$ cat src/rtl/intra_chien_dispatch.sv
// intra_chien_dispatch
//   Takes one cluster of Multi chunk ELPs from the shared key-equation
//   stage and hands each chunk that actually needs a root search to a
//   single Chien search engine, one at a time. Chunks with no errors, a
//   zero ELP degree, or a KES failure are skipped. Skipped failures are
//   flagged in oChunkFail. When every chunk has been handled, a one-cycle
//   oClusterEnd pulse is issued.
//
//   Optional build macro: CS_ROOT_CHECK_EN
//     defined   - a completed search whose root count differs from the
//                 launched ELP degree marks that chunk uncorrectable.
//     undefined - iCSRootCount is ignored.
//
//   All outputs except oCSAvailable are registered. oCSAvailable is decoded
//   from the state register.

module intra_chien_dispatch #(
    parameter int Multi             = 2,
    parameter int GaloisFieldDegree = 12,
    parameter int MaxErrorCountBits = 9,
    parameter int ELPCoefficients   = 15,
    parameter int ChunkIndexBits    = 1
) (
    input  logic                                                iClock,
    input  logic                                                iReset,
    // cluster hand-off from the shared KES stage
    input  logic                                                iIntraSharedKESEnd,
    input  logic [Multi-1:0]                                    iErroredChunk,
    input  logic [Multi-1:0]                                    iCorrectionFail,
    input  logic [Multi*MaxErrorCountBits-1:0]                  iClusterErrorCount,
    input  logic [Multi*GaloisFieldDegree*ELPCoefficients-1:0]  iELPCoefficients,
    output logic                                                oCSAvailable,
    // Chien search engine launch / completion
    output logic                                                oCSStart,
    output logic [ChunkIndexBits-1:0]                           oCSChunkNumber,
    output logic [MaxErrorCountBits-1:0]                        oCSErrorCount,
    output logic [GaloisFieldDegree*ELPCoefficients-1:0]        oCSELP,
    input  logic                                                iCSReady,
    input  logic                                                iCSDone,
    input  logic [MaxErrorCountBits-1:0]                        iCSRootCount,
    // cluster completion
    output logic                                                oClusterEnd,
    output logic [Multi-1:0]                                    oChunkFail
);

    localparam int ElpWidth = GaloisFieldDegree * ELPCoefficients;
    localparam int CntWidth = MaxErrorCountBits;
    // The walk index has to reach Multi itself (the "all done" value), so it
    // is one count wider than a pure chunk index.
    localparam int IdxWidth = $clog2(Multi + 1);

    typedef enum logic [2:0] {
        IDLE   = 3'd0,
        SCAN   = 3'd1,
        ISSUE  = 3'd2,
        WAIT   = 3'd3,
        REPORT = 3'd4
    } state_t;

    state_t                     state_q,       state_d;
    logic [IdxWidth-1:0]        idx_q,         idx_d;

    // cluster snapshot taken on the KES hand-off
    logic [Multi-1:0]           errored_q,     errored_d;
    logic [Multi-1:0]           kes_fail_q,    kes_fail_d;
    logic [Multi*CntWidth-1:0]  count_q,       count_d;
    logic [Multi*ElpWidth-1:0]  elp_q,         elp_d;

    // registered outputs
    logic [Multi-1:0]           chunk_fail_q,  chunk_fail_d;
    logic                       cs_start_q,    cs_start_d;
    logic                       cluster_end_q, cluster_end_d;
    logic [ChunkIndexBits-1:0]  cs_chunk_q,    cs_chunk_d;
    logic [CntWidth-1:0]        cs_count_q,    cs_count_d;
    logic [ElpWidth-1:0]        cs_elp_q,      cs_elp_d;

    // per-chunk views of the snapshot
    logic [CntWidth-1:0]        count_arr [Multi];
    logic [ElpWidth-1:0]        elp_arr   [Multi];

    // fields of the chunk currently addressed by idx_q
    logic                       cur_errored;
    logic                       cur_fail;
    logic [CntWidth-1:0]        cur_count;
    logic [ElpWidth-1:0]        cur_elp;
    logic [Multi-1:0]           cur_onehot;

    // Split the packed snapshot into per-chunk slices (chunk 0 in the LSBs).
    generate
        for (genvar gi = 0; gi < Multi; gi++) begin : g_unpack
            assign count_arr[gi] = count_q[gi*CntWidth +: CntWidth];
            assign elp_arr[gi]   = elp_q[gi*ElpWidth +: ElpWidth];
        end
    endgenerate

    // Select the chunk addressed by idx_q; idx_q == Multi selects nothing.
    always_comb begin
        cur_errored = 1'b0;
        cur_fail    = 1'b0;
        cur_count   = '0;
        cur_elp     = '0;
        cur_onehot  = '0;
        for (int i = 0; i < Multi; i++) begin
            if (idx_q == IdxWidth'(i)) begin
                cur_errored   = errored_q[i];
                cur_fail      = kes_fail_q[i];
                cur_count     = count_arr[i];
                cur_elp       = elp_arr[i];
                cur_onehot[i] = 1'b1;
            end
        end
    end

`ifndef CS_ROOT_CHECK_EN
    // Root count has no consumer when the check is compiled out.
    logic unused_root_count;
    assign unused_root_count = ^iCSRootCount;
`endif

    // Next-state and next-output decode for the dispatch walk.
    always_comb begin
        state_d       = state_q;
        idx_d         = idx_q;
        errored_d     = errored_q;
        kes_fail_d    = kes_fail_q;
        count_d       = count_q;
        elp_d         = elp_q;
        chunk_fail_d  = chunk_fail_q;
        cs_start_d    = 1'b0;
        cluster_end_d = 1'b0;
        cs_chunk_d    = cs_chunk_q;
        cs_count_d    = cs_count_q;
        cs_elp_d      = cs_elp_q;

        case (state_q)
            IDLE: begin
                if (iIntraSharedKESEnd) begin
                    errored_d    = iErroredChunk;
                    kes_fail_d   = iCorrectionFail;
                    count_d      = iClusterErrorCount;
                    elp_d        = iELPCoefficients;
                    chunk_fail_d = '0;
                    idx_d        = '0;
                    state_d      = SCAN;
                end
            end

            SCAN: begin
                if (idx_q == IdxWidth'(Multi)) begin
                    state_d = REPORT;
                end else if (cur_errored && !cur_fail && (cur_count != '0)) begin
                    state_d = ISSUE;
                end else begin
                    // A KES failure is final for this chunk; anything else
                    // not dispatched simply needs no search.
                    if (cur_fail) begin
                        chunk_fail_d = chunk_fail_q | cur_onehot;
                    end
                    idx_d = idx_q + IdxWidth'(1);
                end
            end

            ISSUE: begin
                // Launch data is latched here and held until the next
                // launch, so it stays stable for the whole search.
                if (iCSReady) begin
                    cs_start_d = 1'b1;
                    cs_chunk_d = ChunkIndexBits'(idx_q);
                    cs_count_d = cur_count;
                    cs_elp_d   = cur_elp;
                    state_d    = WAIT;
                end
            end

            WAIT: begin
                if (iCSDone) begin
`ifdef CS_ROOT_CHECK_EN
                    // A degree-t ELP with fewer than t roots in the field
                    // means the codeword is beyond correction.
                    if (iCSRootCount != cs_count_q) begin
                        chunk_fail_d = chunk_fail_q | cur_onehot;
                    end
`endif
                    idx_d   = idx_q + IdxWidth'(1);
                    state_d = SCAN;
                end
            end

            REPORT: begin
                cluster_end_d = 1'b1;
                state_d       = IDLE;
            end

            default: begin
                state_d = IDLE;
            end
        endcase
    end

    // State, snapshot and output registers; reset discards any cluster.
    always_ff @(posedge iClock or negedge iReset) begin
        if (!iReset) begin
            state_q       <= IDLE;
            idx_q         <= '0;
            errored_q     <= '0;
            kes_fail_q    <= '0;
            count_q       <= '0;
            elp_q         <= '0;
            chunk_fail_q  <= '0;
            cs_start_q    <= 1'b0;
            cluster_end_q <= 1'b0;
            cs_chunk_q    <= '0;
            cs_count_q    <= '0;
            cs_elp_q      <= '0;
        end else begin
            state_q       <= state_d;
            idx_q         <= idx_d;
            errored_q     <= errored_d;
            kes_fail_q    <= kes_fail_d;
            count_q       <= count_d;
            elp_q         <= elp_d;
            chunk_fail_q  <= chunk_fail_d;
            cs_start_q    <= cs_start_d;
            cluster_end_q <= cluster_end_d;
            cs_chunk_q    <= cs_chunk_d;
            cs_count_q    <= cs_count_d;
            cs_elp_q      <= cs_elp_d;
        end
    end

    assign oCSAvailable   = (state_q == IDLE);
    assign oCSStart       = cs_start_q;
    assign oCSChunkNumber = cs_chunk_q;
    assign oCSErrorCount  = cs_count_q;
    assign oCSELP         = cs_elp_q;
    assign oClusterEnd    = cluster_end_q;
    assign oChunkFail     = chunk_fail_q;

endmodule

$ cat config.mk
export PLATFORM = sky130hd
export DESIGN_NAME = intra_chien_dispatch
export DESIGN_NICKNAME = d
export VERILOG_FILES = /design/src/rtl/intra_chien_dispatch.sv
export SDC_FILE = /design/constraint.sdc
export NUM_CORES = 1
export LEC_CHECK = 0
export ABC_CLOCK_PERIOD_IN_PS = 1900
export CORE_AREA = 2 2 227 229
export CTS_BUF_LIST = sky130_fd_sc_hd__clkbuf_8
export DETAILED_ROUTE_END_ITERATION = 12
export DIE_AREA = 0 0 229 231
export MAX_ROUTING_LAYER = met4
export PLACE_DENSITY = 0.8
export SETUP_SLACK_MARGIN = 0.5
export SLEW_MARGIN = 15
export SYNTH_ARGS = -nofsm -noshare
export SYNTH_HDL_FRONTEND = slang
export SYNTH_SLANG_ARGS = --single-unit
$ cat constraint.sdc
create_clock -name iClock -period 1.9 [get_ports iClock]
set_input_delay 0.475 -clock iClock [delete_from_list [all_inputs] [get_ports iClock]]
set_output_delay 0.475 -clock iClock [all_outputs]
set_load 0.01 [all_outputs]
Word level (Yosys, flattened, before mapping)

Cells that the tools add are included.

Output and inout bits: 195
Input port bits: 396
Word-level logic and storage cells: 68
Register bits after elaboration: 581

Eq/ne operators: 13
Add/subtract/negate cells: 1
Reduce and logical (&&, ||, !) cells: 13
Multiplexer cells: 28
Bitwise gates (word level): 1

Operators by type and width:

| cell                                                 | count |
|---|---|
| two-way mux 180 bit                                  | 2 |
| two-way mux 9 bit                                    | 2 |
| two-way mux 3 bit                                    | 5 |
| two-way mux 2 bit                                    | 7 |
| != test 2 bit (second input constant)                | 6 |
| case mux 3 bit (4 select lines)                      | 1 |
| AND reduction 5 bit                                  | 2 |
| two-way mux 1 bit                                    | 9 |
| nonzero test 9 bit                                   | 1 |
| equality test 3 x 2 -> 1 bit (second input constant) | 2 |
| case mux 2 bit (3 select lines)                      | 1 |
| case mux 2 bit (2 select lines)                      | 1 |
| AND reduction 2 bit                                  | 2 |
| AND reduction 4 bit                                  | 1 |
| equality test 3 x 1 -> 1 bit (second input constant) | 1 |
| equality test 3 bit (second input constant)          | 1 |
| zero test 3 bit                                      | 1 |
| != test 3 bit (second input constant)                | 1 |
| nonzero test 3 bit                                   | 1 |
| adder 2 x 1 -> 2 bit (second input constant)         | 1 |
| equality test 2 x 1 -> 1 bit (second input constant) | 1 |
| equality test 2 bit (second input constant)          | 1 |
| logical AND 1 bit                                    | 2 |
| zero test 2 bit                                      | 1 |
| 3 further kinds                                      | 3 |

Logic depth before layout (Yosys ltp)

Depth after elaboration: 9
Mapped depth: 8
Gate-level depth less buffers: 7

Worst setup path after synthesis

No wires, ideal clock.

Kind: flip-flop to flip-flop
Start point: register idx_q[0]
End point: register idx_q[1]
Path buffers: 0
Cell stages (with the launch flop): 8
Setup time: 0.124 ns
Data arrival time: 1.616 ns
Slack: 0.160 ns
Period minus slack after synthesis: 1.740 ns
Data required time: 1.776 ns
Cells stage by stage: dfrtp_1 -> inv_1 -> ha_1 -> inv_1 -> a311oi_1 -> nor4_2 -> o41a_1 -> mux2i_1

Word-level cells in the longest chain between the ends: 8
Elaborated cells on any way between the ends: 21
Classes of those cells: add/sub (1); eq/ne (4); mux (10); reduce/logical (6)

Ends and longest elaborated chain:

| item                                                      | line | text |
|---|---|---|
| start: declaration                                        | 61   | `logic [IdxWidth-1:0] idx_q, idx_d;` |
| start signal: assignment                                  | 217  | `idx_q <= idx_d;` |
| branches (longest 8 deep; another with two-way mux 9 bit) | n/a  |  |

Parallel ways; which one is timed is not known. The select of a mux whose other input is x is not followed.
A chain may end at the register's enable or synchronous reset.

Final worst setup path

Start point: register state_q[2]
End point: output port oCSAvailable

Word-level cells in the longest chain between the ends: 1

Ends and longest elaborated chain:

| item                     | line | text |
|---|---|---|
| start: declaration       | 60   | `state_t state_q, state_d;` |
| start signal: assignment | 216  | `state_q <= state_d;` |
| zero test 3 bit          | 231  | `assign oCSAvailable = (state_q == IDLE);` |
| end: declaration         | 32   | `output logic oCSAvailable,` |

No other way between the ends.

==> results.yml <==
outcome:
  status: "finished with violations"
  violations: "setup timing"
timing:
  fmax_mhz: 508
  rsz0062_at_grt: "yes"
  relSlewSlack_pct: 64.6
  timing.hold.ws_ns: 0.280
  final-hold-violation-count: 0
  min_period_ns: 1.97
  finClkSkew_ns: 0.0314
  drv_slew: 0
  setup_ws_ns: -0.0702
  worstMarginPinSlew_ns: 0.531
  setup-tns-final_ns: -0.326
  setup_viol: 13
  finalCritPeriodShare_pct: 104
critical_path:
  worstReg2RegEnd: "idx_q[1]"
  rr_worst_depth: 7
  cpMaxStageDelayCell: "dfrtp_1"
  worstReg2RegStart: "idx_q[0]"
  crit_buf_inv: 1
  cp-end-kind: "output pin"
  startpoint_type: "register"
  r2r_setup_slack_ns: -0.04
  cp.arrival_ns: 1.50
  worstPathRequired_ns: 1.42
  critical_path.max_stage_delay_ns: 0.39
  path_delay_family: "flip-flops"
  path_class: "reg2out"
  crit_path_max_fanout: 2
  crit_chain: "nor3_2 > buf_4"
finish:
  areaGrowthSynthToFinish_pct: 61.0
  final_common_cell: "nand2_1"
  fill_cells: 2838
  final_nets: 3935
  postLayoutCellArea_mm2: 0.0387
  layout-drive-gt1-share_pct: 30.3
  final_cell_mix: "nand2_1, dfrtp_1, clkdlybuf4s50_1"
cts:
  clock_sinks: 581
  cts_root_buf: "clkbuf_8"
  htree_levels: 3
  clkTransAtPathRegs_ns: 0.06
  cts_inserted_buffers: 96
  cts_buffer_depth: 3
  cts_tree: "built"
  clk_latency_ns: 0.71
min_path:
  hold_path.class: "in2async"
job:
  drv_cap: 0
place:
  dpl.hpwl_um: 50600
  place_ws_ns: -0.229
  placed_area_mm2: 0.0309
  port_buffers: 581
  gp_congestion: 0.919
route:
  totalWireLength_um: 112000
  drt_iter0_markers: 2848
  via_per_inst: 5.99
  drc: 0
  vias: 25874
  drt_pass1_iterations: 7
  ant_nets: 0
  wl_per_cell_um: 26.0
synth:
  syn_inst: 2724
  netlist_area_mm2: 0.0240
  async_flop_share_pct: 100
  synth_edf_count: 0
  yosys_warnings: 0
  synth_area_per_cell_um2: 8.83
  synthFlopType: "dfrtp_1"
  synth_fp_nets: 3123
  synth.distinct_cells: 36
  ys_ff_latch: 581
  yosysSeqAreaShare_pct: 60.5
floorplanning:
  coreArea_mm2: 0.0507
  die_x_um: 229
  initial_core_util_pct: 47.5
  placementRows: 83
  io_pins: 591
  die_area_mm2: 0.0529
  fp.dieH_um: 231
global_routing:
  grt_pass1_wl_um: 123000
  grt_max_degree: 102
  grt.overflow.total: 0
  first_global_vias: 22608
  grt_antenna_before_repair: 20
  gr-usage-all-layers_pct: 30.2
pwr:
  p_leak_nw: 19.1
  p_total_mw: 69.2
  powerDensity_mw_per_mm2: 1790
  ir_drop_v: 0.00103
==> metal layers <==
metal | routed length, um | global-route usage [%] | vias to the layer above
met4 | 8800 | 12.0 | 0
met5 | 0 | - | -
met1 | 37000 | 37.9 | 12494
met2 | 51600 | 46.9 | 2233
li1 | - | - | 10443
met3 | 14900 | 8.05 | 704
==> worst max-delay path by stage <==
stage	slack (ns)	start	end	depth (start not counted)
after CTS	-0.06	state_q[2]	oCSAvailable	2
after detailed placement	-0.23	iIntraSharedKESEnd	elp_q[179]	7
after global routing	-0.14	idx_q[0]	idx_q[0]	7
final	-0.07	state_q[2]	oCSAvailable	2
after floorplan	0.31	idx_q[0]	idx_q[1]	7
after global placement	-0.20	iIntraSharedKESEnd	elp_q[342]	7
==> worst reg2reg max path, stage by stage (launching register included) <==
cell and delay (ns):
dfrtp_1 0.42, inv_2 0.12, ha_4 0.24, inv_4 0.05
a311oi_4 0.34, nor4_4 0.08, o41a_1 0.44, mux2i_1 0.13
==> report_power, final <==
part           switching [mW]  internal [mW]  leakage [nW]  total, mW
combinational            18.3           15.5          10.7       33.8
clock                    5.50           6.81          1.20       12.3
sequential               4.82           18.3          7.20       23.1
==> per-stage QoR <==
step                instances  utilization [%]
detailed placement       3885             61.1
floorplan                2724                -
global route             4316             76.4
CTS                      4137             66.3
global placement         3885             61.1
finish                   4317             76.4
==> registers in the layout, indices dropped and copies added, names as in the netlist <==
signal	flops
idx_q	2
oCSErrorCount	9
oCSStart	1
count_q	18
oChunkFail	2
oCSELP	180
kes_fail_q	2
elp_q	360
oCSChunkNumber	1
errored_q	2
oClusterEnd	1
state_q	3
==> Yosys cell counts, types with 2 or more instances <==
library cell,instances,area (um2)
nand2_1,1151,4320
dfrtp_1,581,14500
a21oi_1,378,1890
nor2_1,193,724
and3_1,189,1180
clkbuf_1,71,267
buf_2,57,285
buf_6,34,383
buf_1,25,93.8
nor3_1,4,20.0
ha_1,3,37.5
inv_1,3,11.3
nor4_1,3,18.8
a311oi_1,2,17.5
a32o_1,2,20.0
buf_4,2,15.0
clkbuf_8,2,27.5
inv_2,2,7.51
mux2_2,2,22.5
mux2i_1,2,20.0
nand2b_1,2,12.5
o311ai_0,2,17.5
==> area by class of cell <==
cell class	count	area [um2]	share of cell area, %
clock inverter	48	379	0.979
antenna	24	60.1	0.155
multi-input combinational	1947	10400	27.0
timing repair inverter	1	20.0	0.0517
tap	680	851	2.20
sequential	581	14500	37.5
timing repair buffer	904	10600	27.5
inverter	5	38.8	0.100
clock buffer	127	1750	4.51
==> cell families after synthesis <==
family	share of synthesized area (%)
AO/OA/AOI/OAI	8.25
flip-flops	60.5
multiplexers	0.177
adder cells (fa/ha/maj)	0.156
buffers and inverters	4.53
AND/OR/NAND/NOR	26.4
==> timing repair <==
item,4_1_cts,5_1_grt
setup buffers,72,39
gates cloned,4,117
pin swaps,75,140
setup endpoints to repair,773,774
gates resized for setup,996,598
endpoints found under the hold margin,108,0
hold buffers,1,0
Power figures use the tool's default switching activity.
